## src/rtl/imem_arb.sv

```systemverilog
// Instruction-RAM arbiter: fetch has priority; a starvation counter forces a loader slot; LdLock holds a burst.
// Grants are same-cycle combinational; read data and valids return one cycle after the grant; flush pulses after loader writes.
module imem_arb #(
   parameter int AW           = 6,
   parameter int DW           = 32,
   parameter int STARVE_LIMIT = 4
) (
   input  logic          clk,
   input  logic          rst_n,
   input  logic          FetchReq_IFM1,
   input  logic [AW-1:0] FetchAddr_IFM1,
   output logic          FetchGnt_IFM1,
   output logic          FetchStall_IFM1,
   output logic [DW-1:0] FetchData_IF,
   output logic          FetchValid_IF,
   input  logic          LdReq,
   input  logic          LdWe,
   input  logic          LdLock,
   input  logic [AW-1:0] LdAddr,
   input  logic [DW-1:0] LdWdata,
   output logic          LdGnt,
   output logic [DW-1:0] LdRdata,
   output logic          LdRvalid,
   output logic          ImemFlush,
   output logic          MemEn,
   output logic          MemWe,
   output logic [AW-1:0] MemAddr,
   output logic [DW-1:0] MemWdata,
   input  logic [DW-1:0] MemRdata
);

   typedef enum logic [1:0] {
      ST_FETCH  = 2'd0,
      ST_FORCE  = 2'd1,
      ST_LOCKED = 2'd2
   } state_t;

   localparam logic [3:0] LIM = 4'(STARVE_LIMIT);

   state_t        r_state;
   logic [3:0]    r_cnt;
   logic          r_rd;
   logic          r_owner;
   logic          r_flush;
   logic [DW-1:0] r_fdat;
   logic [DW-1:0] r_ldat;

   logic          w_fetch_gnt;
   logic          w_ld_gnt;
   logic          w_ld_rd;
   logic          w_ld_wr;
   logic          w_starve;
   logic [3:0]    w_cnt_inc;
   logic          w_fvld;
   logic          w_lvld;

   // Grants are gated by rst_n so the RAM port goes quiet the moment reset asserts.
   always_comb begin
      w_fetch_gnt = 1'b0;
      w_ld_gnt    = 1'b0;
      if (rst_n) begin
         case (r_state)
            ST_FETCH: begin
               w_fetch_gnt = FetchReq_IFM1;
               w_ld_gnt    = LdReq & ~FetchReq_IFM1;
            end
            ST_FORCE, ST_LOCKED: w_ld_gnt = LdReq;
            default: ;
         endcase
      end
   end

   assign w_ld_rd   = w_ld_gnt & ~LdWe;
   assign w_ld_wr   = w_ld_gnt & LdWe;
   assign w_starve  = LdReq & ~w_ld_gnt;
   assign w_cnt_inc = (r_cnt >= LIM) ? LIM : r_cnt + 4'd1;

   always_ff @(posedge clk or negedge rst_n) begin
      if (!rst_n) begin
         r_state <= ST_FETCH;
         r_cnt   <= 4'd0;
         r_rd    <= 1'b0;
         r_owner <= 1'b0;
         r_flush <= 1'b0;
         r_fdat  <= '0;
         r_ldat  <= '0;
      end else begin
         r_cnt <= w_starve ? w_cnt_inc : 4'd0;
         case (r_state)
            ST_FETCH: begin
               if (w_ld_gnt && LdLock)
                  r_state <= ST_LOCKED;
               else if (w_starve && (w_cnt_inc == LIM))
                  r_state <= ST_FORCE;
            end
            ST_FORCE:  r_state <= (w_ld_gnt && LdLock) ? ST_LOCKED : ST_FETCH;
            ST_LOCKED: if (!LdLock || !LdReq) r_state <= ST_FETCH;
            default:   r_state <= ST_FETCH;
         endcase
         r_rd    <= w_fetch_gnt | w_ld_rd;
         r_owner <= w_ld_gnt;
         r_flush <= w_ld_wr;
         // Capture the returning word so each side holds its last data once valid drops.
         if (w_fvld) r_fdat <= MemRdata;
         if (w_lvld) r_ldat <= MemRdata;
      end
   end

   assign w_fvld = r_rd & ~r_owner;
   assign w_lvld = r_rd & r_owner;

   assign FetchGnt_IFM1   = w_fetch_gnt;
   assign FetchStall_IFM1 = FetchReq_IFM1 & ~w_fetch_gnt;
   assign LdGnt           = w_ld_gnt;
   assign FetchValid_IF   = w_fvld;
   assign LdRvalid        = w_lvld;
   assign FetchData_IF    = w_fvld ? MemRdata : r_fdat;
   assign LdRdata         = w_lvld ? MemRdata : r_ldat;
   assign ImemFlush       = r_flush;

   assign MemEn    = w_fetch_gnt | w_ld_gnt;
   assign MemWe    = w_ld_wr;
   assign MemAddr  = w_ld_gnt ? LdAddr : FetchAddr_IFM1;
   assign MemWdata = w_ld_gnt ? LdWdata : '0;

endmodule

```

## config.mk

```make
export PLATFORM = sky130hd
export DESIGN_NAME = imem_arb
export DESIGN_NICKNAME = d
export VERILOG_FILES = /design/src/rtl/imem_arb.sv
export SDC_FILE = /design/constraint.sdc
export NUM_CORES = 1
export LEC_CHECK = 0
export BUFFER_PORTS_ARGS = -buffer_cell sky130_fd_sc_hd__clkbuf_2
export CAP_MARGIN = 20
export CORE_UTILIZATION = 43
export DETAILED_ROUTE_END_ITERATION = 16
export PLACE_DENSITY = 0.8
export SYNTH_ARGS = -nofsm -noshare
export SYNTH_HDL_FRONTEND = slang
export SYNTH_SLANG_ARGS = --single-unit
```

## constraint.sdc

```tcl
create_clock -name clk -period 1.8 [get_ports clk]
set_input_delay 0.36 -clock clk [delete_from_list [all_inputs] [get_ports clk]]
set_output_delay 0.36 -clock clk [all_outputs]
set_load 0.02 [all_outputs]
```

==> reports/metrics.csv <==
stage;metric;value;unit
logic_synthesis;Mapped Cells;238;
die;core footprint;6940;sq um
global_routing;met1 Usage GRT;0.282;
logic_synthesis;syn_nets;325;
die;die area;7680;sq um
final_layout;Non-Filler Instances;576;
global_routing;met3 usage;0.0509;
clocking;clk slew on worst S/H paths;0.08;ns
die;Initial Utilization;0.454;
timing;Pins Over Slew Limit;0;
logic_synthesis;Synthesis Warnings;0;
clocking;CTS Buf Count;9;
die;io pins;192;
global_routing;initial antenna violation count;0;
pwr;Design Power;11200;uW
outcome;status;finished, violations left;
final_layout;register area;1830;sq um
die;Cell Rows;30;
clocking;clock insertion delay at the later pin of the skew report;0.35;ns
clocking;htree depth;3;
logic_synthesis;top-count cell post-synth;dfrtp_1;
clocking;clk buf depth;2;
logic_synthesis;#FFs+latches synth;73;
pwr;P per Cell Area;1840;nW/um^2
placement;GP Congestion;0.826;
timing;fin crit share;1.22;
critical_path;Critical Path RT;1.44;ns
clocking;CTS tree;yes;
clocking;hold buffers post-CTS;0;
logic_synthesis;Seq/Total Area, Yosys;0.579;
pwr;Worst IR Drop VDD;0.00130;V
timing;Finish-stage setup viols;109;
detailed_routing;initial DRC count;137;
global_routing;Total GRT Usage;0.237;
critical_path;CP max FO;8;
timing;Rel. slew slack;0.400;
global_routing;busiest grt layer;met2;
final_layout;Layout Utilization;0.874;
final_layout;# diodes;0;
critical_path;Critical Path AT;1.83;ns
placement;placed insts;522;
critical_path;Max stage delay on crit path;0.41;ns
timing;slew of the pin with the lowest slew margin;0.900;ns
timing;hold_ws;0.273;ns
detailed_routing;Avg Vias per Cell;4.95;
logic_synthesis;Post-Syn Area;3150;sq um
timing;Max Clock Skew;0.0137;ns
critical_path;Setup CP Type;reg -> out;
detailed_routing;post-route ant nets;0;
logic_synthesis;Synth area leader;dfrtp_1;
final_layout;share of cells above drive strength 1;0.738;
die;Die H;87.6;um
critical_path;startpoint class of the critical path;flop;
die;chip width;87.6;um
detailed_routing;Total Wirelength;11500;um
final_layout;P&R area growth vs syn;92.5;%
critical_path;CP max stage cell;dfrtp_1;
flow_run;max_cap viols;0;
final_layout;footprint of the multi-input gates;1600;sq um
global_routing;first-pass GRT wire length;13600;um
timing;Fin. Hold Viols;0;
placement;Port Buf Inserts;191;
global_routing;grt total ovfl;0;
pwr;total leakage power;0.00317;uW
hold_path;Hold Path Class;in -> reg;
detailed_routing;drt drc;0;
clocking;clock tree sinks;73;
clocking;clock root buffer;clkbuf_8;
detailed_routing;Vias;2851;
logic_synthesis;Synth area leaders;dfrtp_1 58%, mux2_2 23%, and2_1 6.7%, nand2_1 2.9%, ha_1 2.0%;
global_routing;largest net degree at the start of global routing;74;
timing;crit path time final;2.19;ns
logic_synthesis;ys async rst share;1.00;
timing;RSZ-0062 raised after global routing;true;
logic_synthesis;post-synth top area share;0.579;
logic_synthesis;Synth cell types;26;
global_routing;vias in the first global route;2798;
logic_synthesis;Post-synth top cells;73 x dfrtp_1, 64 x mux2_2, 34 x and2_1, 24 x nand2_1, 5 x ha_1;
detailed_routing;Pre-Repair DR Iteration Count;4;
logic_synthesis;average size of a mapped cell;13.2;sq um
final_layout;Final Net Count;562;
detailed_routing;wire per inst;20.0;um
logic_synthesis;ys flop type;dfrtp_1;
outcome;failing checks;setup timing;
placement;HPWL after detailed placement;5730;um
critical_path;crit-path cells;ha_2 > and3b_1 > o21ai_2 > buf_4 > buf_8 > nand2_2 > nand2_1 > clkbuf_8;
timing;Max Clock Freq;457;MHz
critical_path;crit path capture type;output pin;
timing;Final WS setup;-0.388;ns
global_routing;met2 usage;0.428;
logic_synthesis;Post-synth EDFFs;0;
final_layout;Fillers;291;
## cell families (layout without fill, tap and decap cells)
family          Yosys count  count (layout)  share of synthesized area
fa+ha+maj                 5               5                     0.0198
mux                      64              64                      0.229
other cells               1               1                    0.00119
flops                    73              73                      0.579
buf+inv                  17             259                     0.0325
compound gates            7               7                     0.0147
simple gates             71              71                      0.124
## where the power goes
group	switching [uW]	internal [uW]
Clock	673	724
Sequential	325	2410
Combinational	3110	3940
## sequential cells by signal, summed over array words and instances (netlist names)
name / count
ImemFlush: 1
r_cnt: 4
r_state: 2
r_owner: 1
r_fdat: 32
r_ldat: 32
r_rd: 1
## cell type report
cell class	instances	area share
clock buffers	11	0.0249
clock inverters	5	0.0103
inverters	5	0.00351
multi-input cells	148	0.263
flip-flops and latches	73	0.301
well taps	96	0.0198
repair buffers	238	0.377
## worst paths after layout
kind                            slack (ns)  depth (start not counted)    endpoint       start
worst max register to register       -0.19                          9  r_state[0]  r_state[0]
max in group asynchronous             0.86                          2     r_owner       rst_n
min in group asynchronous             0.32                          2  r_fdat[17]       rst_n
worst max-delay path                 -0.39                          8  MemAddr[2]  r_state[0]
worst min-delay path                  0.27                          2        r_rd        LdWe
worst min register to register        0.48                          1    r_cnt[0]    r_cnt[3]
## stage by stage
step	instance area [sq um]	TNS [ns]	setup WS, ns
6_report	6070	-30.62	-0.388
5_1_grt	6070	-36.72	-0.468
4_1_cts	5070	-30.56	-0.347
3_5_place_dp	4270	-0.253	-0.0297
3_3_place_gp	4270	0	0.00957
2_1_floorplan	3150	0	0.0247
## timing repair
action / in CTS / in global routing
buffers inserted: 12 / 24
pin swaps: 1 / 9
resized for setup: 88 / 351
endpoints found under the setup margin: 107 / 111
gates cloned: 5 / 3
## worst max-delay path: cells and delay by family, from the launching register on
kind | cells | cell delay, ns
compound gates | 1 | 0.08
fa+ha+maj | 1 | 0.19
buf+inv | 3 | 0.43
flops | 1 | 0.41
simple gates | 3 | 0.38
## layout by cell type (no fill, tap or decap), drive strengths merged
master	count
ha	5
nor2	2
buf	150
nor3	1
nand2	24
o22a	1
dfrtp	73
clkinvlp	2
nor2b	2
a21boi	1
nand3	1
o21ai	4
and3	1
inv	6
nand4	2
clkbuf	99
conb	1
a31oi	1
and3b	1
bufinv	1
and4	2
clkinv	1
and2	34
mux2	64
nor4	1
## metal layers
layer  wire, um  up-vias
li1           -     1269
met4        208        0
met2       6120      139
met5          0        -
met3        639       17
met1       4560     1426
Note: power is estimated with default switching activity, not from simulation.
